`config.mk`:
```
export PLATFORM = sky130hd
export DESIGN_NAME = dmac_multi
export DESIGN_NICKNAME = d
export VERILOG_FILES = /design/src/rtl/dmac_multi.sv
export SDC_FILE = /design/constraint.sdc
export NUM_CORES = 1
export LEC_CHECK = 0
export ABC_AREA = 1
export ABC_CLOCK_PERIOD_IN_PS = 3200
export BUFFER_PORTS_ARGS = -buffer_cell sky130_fd_sc_hd__buf_2
export CAP_MARGIN = 25
export CELL_PAD_IN_SITES_DETAIL_PLACEMENT = 1
export CELL_PAD_IN_SITES_GLOBAL_PLACEMENT = 2
export CORE_ASPECT_RATIO = 0.6
export CORE_MARGIN = 3
export CORE_UTILIZATION = 32
export DETAILED_ROUTE_END_ITERATION = 8
export PLACE_DENSITY_LB_ADDON = 0.2
export SLEW_MARGIN = 20
export SYNTH_ARGS = -nofsm -noshare
export SYNTH_HDL_FRONTEND = slang
export SYNTH_SLANG_ARGS = --single-unit
```
`constraint.sdc`:
```
create_clock -name CLK -period 3.2 [get_ports CLK]
set_clock_uncertainty 0.1 [all_clocks]
set_input_delay 0.32 -clock CLK [delete_from_list [all_inputs] [get_ports CLK]]
set_output_delay 0.32 -clock CLK [all_outputs]
set_load 0.01 [all_outputs]
```
`src/rtl/dmac_multi.sv`:
```
// Multi-channel DMA controller: fixed-priority grant, cycle-steal or burst transfers.
// Define DMAC_AUTOINIT_EN to enable base-register reload (auto-initialisation) at end of process.
module dmac_multi #(
    parameter int NCH = 4,
    parameter int AW  = 16,
    parameter int DW  = 8
) (
    input  logic           CLK,
    input  logic           RST,
    input  logic [NCH-1:0] DREQ,
    output logic [NCH-1:0] DACK,
    output logic           HLD,
    input  logic           HLDA,
    input  logic           RDY,
    input  logic           REGW,
    input  logic [1:0]     REGSEL,
    input  logic [1:0]     CHSEL,
    input  logic [AW-1:0]  Setup,
    input  logic [DW-1:0]  Data_in,
    output logic [DW-1:0]  Data_out,
    output logic           MEMR,
    output logic           MEMW,
    output logic           IOR,
    output logic           IOW,
    output logic [AW-1:0]  Addrbus,
    output logic           EOP,
    output logic [1:0]     ACTCH
);

    localparam logic [1:0] S_IDLE  = 2'd0;
    localparam logic [1:0] S_REQ   = 2'd1;
    localparam logic [1:0] S_READ  = 2'd2;
    localparam logic [1:0] S_WRITE = 2'd3;

    logic [1:0]    state;
    logic [3:0]    mode  [NCH];
    logic [AW-1:0] count [NCH];
    logic [AW-1:0] addr  [NCH];
`ifdef DMAC_AUTOINIT_EN
    logic [AW-1:0] base_count [NCH];
    logic [AW-1:0] base_addr  [NCH];
`endif
    logic [DW-1:0] data_q;
    logic          eop_q;
    logic          grant_ok;
    logic [1:0]    grant_ch;
    logic          wr_ok;

    always_comb begin
        grant_ok = 1'b0;
        grant_ch = '0;
        for (int unsigned i = 0; i < NCH; i++) begin
            if (!grant_ok && mode[i][0] && DREQ[i] && count[i] != '0) begin
                grant_ok = 1'b1;
                grant_ch = 2'(i);
            end
        end
    end

    // The active channel's registers are frozen while a transfer is in flight.
    assign wr_ok = REGW && (int'(CHSEL) < NCH) && !(state != S_IDLE && CHSEL == ACTCH);

    always_ff @(posedge CLK) begin
        if (RST) begin
            state  <= S_IDLE;
            ACTCH  <= '0;
            data_q <= '0;
            eop_q  <= 1'b0;
            for (int unsigned i = 0; i < NCH; i++) begin
                mode[i]  <= '0;
                count[i] <= '0;
                addr[i]  <= '0;
`ifdef DMAC_AUTOINIT_EN
                base_count[i] <= '0;
                base_addr[i]  <= '0;
`endif
            end
        end else begin
            eop_q <= 1'b0;
            if (wr_ok) begin
                case (REGSEL)
`ifdef DMAC_AUTOINIT_EN
                    2'b00: mode[CHSEL] <= Setup[3:0];
                    2'b01: begin count[CHSEL] <= Setup; base_count[CHSEL] <= Setup; end
                    2'b10: begin addr[CHSEL]  <= Setup; base_addr[CHSEL]  <= Setup; end
`else
                    2'b00: mode[CHSEL] <= {1'b0, Setup[2:0]};
                    2'b01: count[CHSEL] <= Setup;
                    2'b10: addr[CHSEL]  <= Setup;
`endif
                    default: ;
                endcase
            end
            case (state)
                S_IDLE: if (!REGW && grant_ok) begin
                    ACTCH <= grant_ch;
                    state <= S_REQ;
                end
                S_REQ: if (HLDA) state <= S_READ;
                S_READ: begin
                    if (!HLDA) begin
                        state <= S_REQ;
                    end else if (RDY) begin
                        data_q <= Data_in;
                        state  <= S_WRITE;
                    end
                end
                default: if (RDY) begin
                    addr[ACTCH]  <= addr[ACTCH] + AW'(1);
                    count[ACTCH] <= count[ACTCH] - AW'(1);
                    if (count[ACTCH] == AW'(1)) begin
                        eop_q <= 1'b1;
                        state <= S_IDLE;
`ifdef DMAC_AUTOINIT_EN
                        if (mode[ACTCH][3]) begin
                            count[ACTCH] <= base_count[ACTCH];
                            addr[ACTCH]  <= base_addr[ACTCH];
                        end else begin
                            mode[ACTCH][0] <= 1'b0;
                        end
`else
                        mode[ACTCH][0] <= 1'b0;
`endif
                    end else if (mode[ACTCH][2] && DREQ[ACTCH] && HLDA) begin
                        state <= S_READ;
                    end else begin
                        state <= S_IDLE;
                    end
                end
            endcase
        end
    end

    // EOP is registered, so it is seen in the IDLE cycle that follows the last WRITE.
    always_comb begin
        HLD      = (state != S_IDLE);
        EOP      = eop_q;
        DACK     = '0;
        MEMR     = 1'b0;
        MEMW     = 1'b0;
        IOR      = 1'b0;
        IOW      = 1'b0;
        Addrbus  = '0;
        Data_out = '0;
        if (state == S_READ) begin
            DACK    = NCH'(1) << ACTCH;
            MEMR    = !mode[ACTCH][1];
            IOR     = mode[ACTCH][1];
            Addrbus = addr[ACTCH];
        end else if (state == S_WRITE) begin
            DACK     = NCH'(1) << ACTCH;
            IOW      = !mode[ACTCH][1];
            MEMW     = mode[ACTCH][1];
            Addrbus  = addr[ACTCH];
            Data_out = data_q;
        end
    end

endmodule

```
==> results.toml, run 1 <==
[routing]
firstDrtPassIters = 5
totalWireLength_mm = 37.4
detail_route.iter0.violations = 766
viasPerCell = 5.23
via_count = 8608
route.detailed.drc = 0
post_drt_wl_per_cell_um = 22.7
ant_nets = 0

[yosys]
synthTopCellsByArea = "sky130_fd_sc_hd__edfxtp_1, sky130_fd_sc_hd__nand2_1, sky130_fd_sc_hd__nand3_1"
synthesis.nets = 1222
synth.largest_area_cell = "sky130_fd_sc_hd__edfxtp_1"
avg_synthesized_cell_area_um2 = 7.78
part_of_the_yosys_area_used_for_sequential_elements_pct = 48.6
postSynth.topFlopCell = "sky130_fd_sc_hd__edfxtp_1"
synth.distinct_cells = 46
yosysTopAreaCellShare_pct = 44.4
gate_count_after_technology_mapping = 1182
synth_edf_count = 136
ys_warn_count = 0
flip_flop_and_latch_count_after_synthesis = 155
synth.cell_area_um2 = 9190
postSynth.asyncResetShare_pct = 0

[sta]
grt_setup_unrepaired = "no"
hold_ws_ps = 48.9
timing_max_transition_violations_final = 0
timing.final.hold_violations = 0
final-setup-viol-count = 0
worst_tran_pin_value_ps = 879
maxSlewHeadroom_pct = 41.4
final_period_minus_worst_setup_slack_ps = 2720
post-route-period-util_pct = 85.1
max_freq_mhz = 367
totalNegativeSetupSlack_ps = 0

[place]
finalWeightedCongestion = 0.837
hpwlAfterDp_mm = 26.5
placement.io_buffers = 72

[die]
die_x_um = 225
floorplan.die.height_um = 137
coreArea_um2 = 27900
top_level_ports = 73
fp-row-count = 47
die_area_um2 = 30900
floorplan.initialDensity_pct = 32.9

[cts]
cts_tree = "built"
cts.path.max_buffers = 2
htree_num_levels = 4
clock_pin_slew_on_the_worst_setup_and_hold_paths_ps = 70
number_of_buffers_inserted_to_repair_setup_after_cts = 0
cts-resized-gates = 0
cts_root_buf = "sky130_fd_sc_hd__clkbuf_16"
clock_insertion_delay_worst_skew_ps = 460
holdBufCountCts = 0
tritoncts.num_buffers = 17
clock_sink_count = 155

[critical_path]
start_kind = "flip-flop"
critical_path_arrival_ps = 2300
path_max_fanout = 24
endpoint_kind = "output pin"
crit_type = "flip-flop to output pin"
cp_data_required_time_ps = 2780

[layout]
footprint_of_the_multi_input_gates_um2 = 4070
insertedDiodeCount = 0
final_common_cell = "sky130_fd_sc_hd__nand2_1"
fillCellCount = 3424
area.growth.synth_to_final_pct = 15.4
final_cell_mix = "sky130_fd_sc_hd__nand2_1, sky130_fd_sc_hd__nor2_1, sky130_fd_sc_hd__edfxtp_1, sky130_fd_sc_hd__nand3_1, sky130_fd_sc_hd__inv_1"
layout.nets = 1306
fraction_of_final_layout_cells_sized_beyond_drive_strength_1_pct = 16.3
seqCellArea_um2 = 4470

[global_routing]
grt_use_total_pct = 24.7
gr-total-overflow = 0
antenna_found_initial = 0
number_of_global_route_vias_before_repair = 8406
grt_max_degree = 49
grt_pass1_wl_mm = 55.2

[job]
drv_cap = 0

[power_and_ir_drop]
max-vdd-ir-drop_mv = 0.264
power_per_cell_area_nw_per_um2 = 482
report.power.total_mw = 5.11
power_leakage_nw = 4.52

[run_status]
outcome = "complete, no violations"

[worst_hold_path]
hold_class = "input pin to flip-flop"
[layout make-up]
cell class	count	share of cell area, %
multi-input cells	882	38.4
inverters	98	3.51
clock inverters	12	0.932
repair buffers	112	6.46
clock buffers	20	4.30
flip-flops and latches	155	42.1
well taps	367	4.33
[sequential cells by signal, summed over array words and instances, names as in the netlist, named ones only]
signal / flops
addr: 64
data_q: 8
ACTCH: 2
mode: 12
state: 2
EOP: 1
count: 64
[cells by family after synthesis]
group,count (synthesis),share of synthesized area (%)
flip-flops,155,48.6
buffers and inverters,145,7.38
AND/OR/NAND/NOR,741,34.3
XOR/XNOR,12,1.23
adder cells (fa/ha/maj),3,0.408
AO/OA/AOI/OAI,126,8.10
[power by group]
| part | leakage [nW] | switching [mW] | internal [mW] |
|---|---|---|---|
| logic | 2.70 | 0.558 | 0.208 |
| registers | 1.56 | 0.0534 | 2.29 |
| clock network | 0.257 | 0.895 | 1.10 |
| total | 4.52 | 1.51 | 3.60 |
[cells in the mapped netlist (all sizes together) (5+ instances only)]
library cell and n:
dfxtp 19, nand2 437, a21oi 20, nand3 136, a32oi 5, o21ai 59, nor2 152, edfxtp 136
inv 96, clkbuf 19, nand4 7, xor2 8, o22ai 35, buf 28
[layer usage]
layer	part of all wire [%]	GRT usage, %
met1	52	39.0
met2	39	33.6
met5	0	0
met4	1.4	6.03
met3	7.0	5.13
[worst max-delay path, cell delays in order, from the launching register on]
cell	delay [ps]
sky130_fd_sc_hd__dfxtp_2	380
sky130_fd_sc_hd__inv_6	190
sky130_fd_sc_hd__buf_4	320
sky130_fd_sc_hd__nand2_1	90
sky130_fd_sc_hd__a32oi_1	440
sky130_fd_sc_hd__inv_1	160
sky130_fd_sc_hd__nor2_1	110
sky130_fd_sc_hd__buf_2	140
[per-stage QoR]
stage | cells | setup slack [ps] | utilization (%) | instance area (µm²)
finish | 1646 | 475 | 38.0 | 10600
global route | 1646 | 284 | 38.0 | 10600
CTS | 1646 | 475 | 38.0 | 10600
detailed placement | 1614 | 543 | 36.0 | 10100
global placement | 1614 | 558 | 36.0 | 10100
floorplan | 1182 | 89.3 | - | 9190
[path summary, 6_finish.rpt]
| check | from | end | slack (ps) | depth (start not counted) |
|---|---|---|---|---|
| max | flip-flop | Addrbus[13] | 480 | 7 |
| min | Data_in[7] | data_q[7] | 50 | 3 |
| max reg2reg | flip-flop | addr[3][4] | 480 | 9 |
| min reg2reg | data_q[2] | data_q[2] | 350 | 2 |
Power figures use the tool's default switching activity.
==> inputs of run 2 (changes only) <==
--- a/config.mk
+++ b/config.mk
@@ -11,7 +11,7 @@
 export CAP_MARGIN = 25
 export CELL_PAD_IN_SITES_DETAIL_PLACEMENT = 1
 export CELL_PAD_IN_SITES_GLOBAL_PLACEMENT = 2
-export CORE_ASPECT_RATIO = 0.6
+export CORE_ASPECT_RATIO = 1.75
 export CORE_MARGIN = 3
 export CORE_UTILIZATION = 32
 export DETAILED_ROUTE_END_ITERATION = 8
==> results.toml, run 2 (same netlist as run 1, synthesis figures left out) <==
[sta]
max_freq_mhz = 351
setup_slack_ps = 354
post-route-period-util_pct = 88.9
worst_tran_pin_value_ps = 794
totalNegativeSetupSlack_ps = 0
maxSlewHeadroom_pct = 47.0
final_period_minus_worst_setup_slack_ps = 2850
grt_setup_unrepaired = "no"
timing.final.hold_violations = 0
final-setup-viol-count = 0
timing_max_transition_violations_final = 0

[critical_path]
cp_data_required_time_ps = 2780
path_max_fanout = 42
critical_path_arrival_ps = 2430
start_kind = "flip-flop"
crit_type = "flip-flop to output pin"
endpoint_kind = "output pin"

[global_routing]
grtUsageMet1_pct = 25.0
gr-total-overflow = 0
grt_use_total_pct = 23.4
number_of_global_route_vias_before_repair = 9087
antenna_found_initial = 0
grt_busiest_layer = "met2"
groute.layer.met2.usage_pct = 44.8
grt_max_degree = 69
grt_pass1_wl_mm = 53.7
met3_usage_pct = 3.74

[cts]
clock_pin_slew_on_the_worst_setup_and_hold_paths_ps = 60
cts_tree = "built"
number_of_buffers_inserted_to_repair_setup_after_cts = 0
cts-resized-gates = 0
holdBufCountCts = 0
tritoncts.num_buffers = 17
clock_insertion_delay_worst_skew_ps = 450
cts_root_buf = "sky130_fd_sc_hd__clkbuf_16"
htree_num_levels = 4
cts.path.max_buffers = 2
clock_sink_count = 155

[place]
hpwlAfterDp_mm = 25.7
placedInstanceArea_um2 = 9970
placement.setup.worst_slack_ps = 502
finalWeightedCongestion = 0.820
placement.io_buffers = 72

[power_and_ir_drop]
max-vdd-ir-drop_mv = 0.400
report.power.total_mw = 5.31
power_leakage_nw = 4.52
power_per_cell_area_nw_per_um2 = 501

[routing]
detail_route.iter0.violations = 407
totalWireLength_mm = 35.6
route.detailed.drc = 0
via_count = 8467
post_drt_wl_per_cell_um = 21.7
firstDrtPassIters = 5
ant_nets = 0
viasPerCell = 5.16

[layout]
seqCellArea_um2 = 4470
final_common_cell = "sky130_fd_sc_hd__nand2_1"
insertedDiodeCount = 0
fillCellCount = 3520
layout.nets = 1294
footprint_of_the_multi_input_gates_um2 = 4070
final_cell_mix = "sky130_fd_sc_hd__nand2_1, sky130_fd_sc_hd__nor2_1, sky130_fd_sc_hd__edfxtp_1, sky130_fd_sc_hd__nand3_1, sky130_fd_sc_hd__inv_1"
final_area_um2 = 10600
fraction_of_final_layout_cells_sized_beyond_drive_strength_1_pct = 15.2
reg_top3 = "addr x64, count x64, mode x12"
area.growth.synth_to_final_pct = 15.3

[die]
die_x_um = 134
die_area_um2 = 30900
coreArea_um2 = 28200
top_level_ports = 73
fp-row-count = 81
floorplan.die.height_um = 230
floorplan.initialDensity_pct = 32.6

[run_status]
outcome = "complete, no violations"

[job]
drv_cap = 0

[worst_hold_path]
hold_class = "input pin to flip-flop"
run 2: cell count changes in the layout (fill, tap and decap cells not counted):
cell,change
sky130_fd_sc_hd__clkinv_2,-1
sky130_fd_sc_hd__buf_4,-12
sky130_fd_sc_hd__clkbuf_8,-2
sky130_fd_sc_hd__nor2_1,+1
sky130_fd_sc_hd__clkinv_1,+2
sky130_fd_sc_hd__clkinv_4,+2
sky130_fd_sc_hd__clkinvlp_4,-5
sky130_fd_sc_hd__nor2_2,-1
sky130_fd_sc_hd__bufinv_16,+4
run 2: layout make-up:
cell class                 instances  area share (%)
clock inverter                    14            1.90
clock buffer                      18            4.05
tap                              373            4.40
multi-input combinational        882            38.4
sequential                       155            42.1
timing repair buffer             100            5.62
inverter                          98            3.52
run 2: power breakdown:
group | internal, mW | switching [mW] | total, mW
combinational | 0.201 | 0.537 | 0.739
clock | 1.37 | 0.859 | 2.23
sequential | 2.29 | 0.0498 | 2.34
total | 3.87 | 1.45 | 5.31
run 2: path summary, 6_finish.rpt:
path,startpoint,end,slack (ps),depth (start not counted)
setup / recovery,flip-flop,Addrbus[13],350,7
hold / removal,Data_in[6],data_q[6],50,3
hold reg to reg,data_q[0],data_q[0],360,2
setup reg to reg,flip-flop,addr[1][8],540,11
run 2: metrics by stage:
step | cells | hold WS, ps | util (%)
after detailed placement | 1608 | 346 | 35.4
final | 1640 | 52.2 | 37.6
after global placement | 1608 | 339 | 35.4
after global routing | 1640 | 71.2 | 37.6
after CTS | 1640 | 29.8 | 37.6
after floorplan | 1182 | 330 | -
run 2: critical path: stages, from the launching register on:
cell and delay [ps]:
sky130_fd_sc_hd__dfxtp_2 350, sky130_fd_sc_hd__inv_6 280, sky130_fd_sc_hd__buf_4 410, sky130_fd_sc_hd__nand2_1 100
sky130_fd_sc_hd__a32oi_1 440, sky130_fd_sc_hd__inv_1 140, sky130_fd_sc_hd__nor2_1 110, sky130_fd_sc_hd__buf_2 130
run 2: routing by layer:
| layer | up-vias | wire [µm] |
|---|---|---|
| li1 | 4057 | - |
| met1 | 4164 | 13600 |
| met2 | 181 | 19600 |
| met3 | 65 | 1020 |
| met4 | 0 | 1410 |
| met5 | - | 0 |
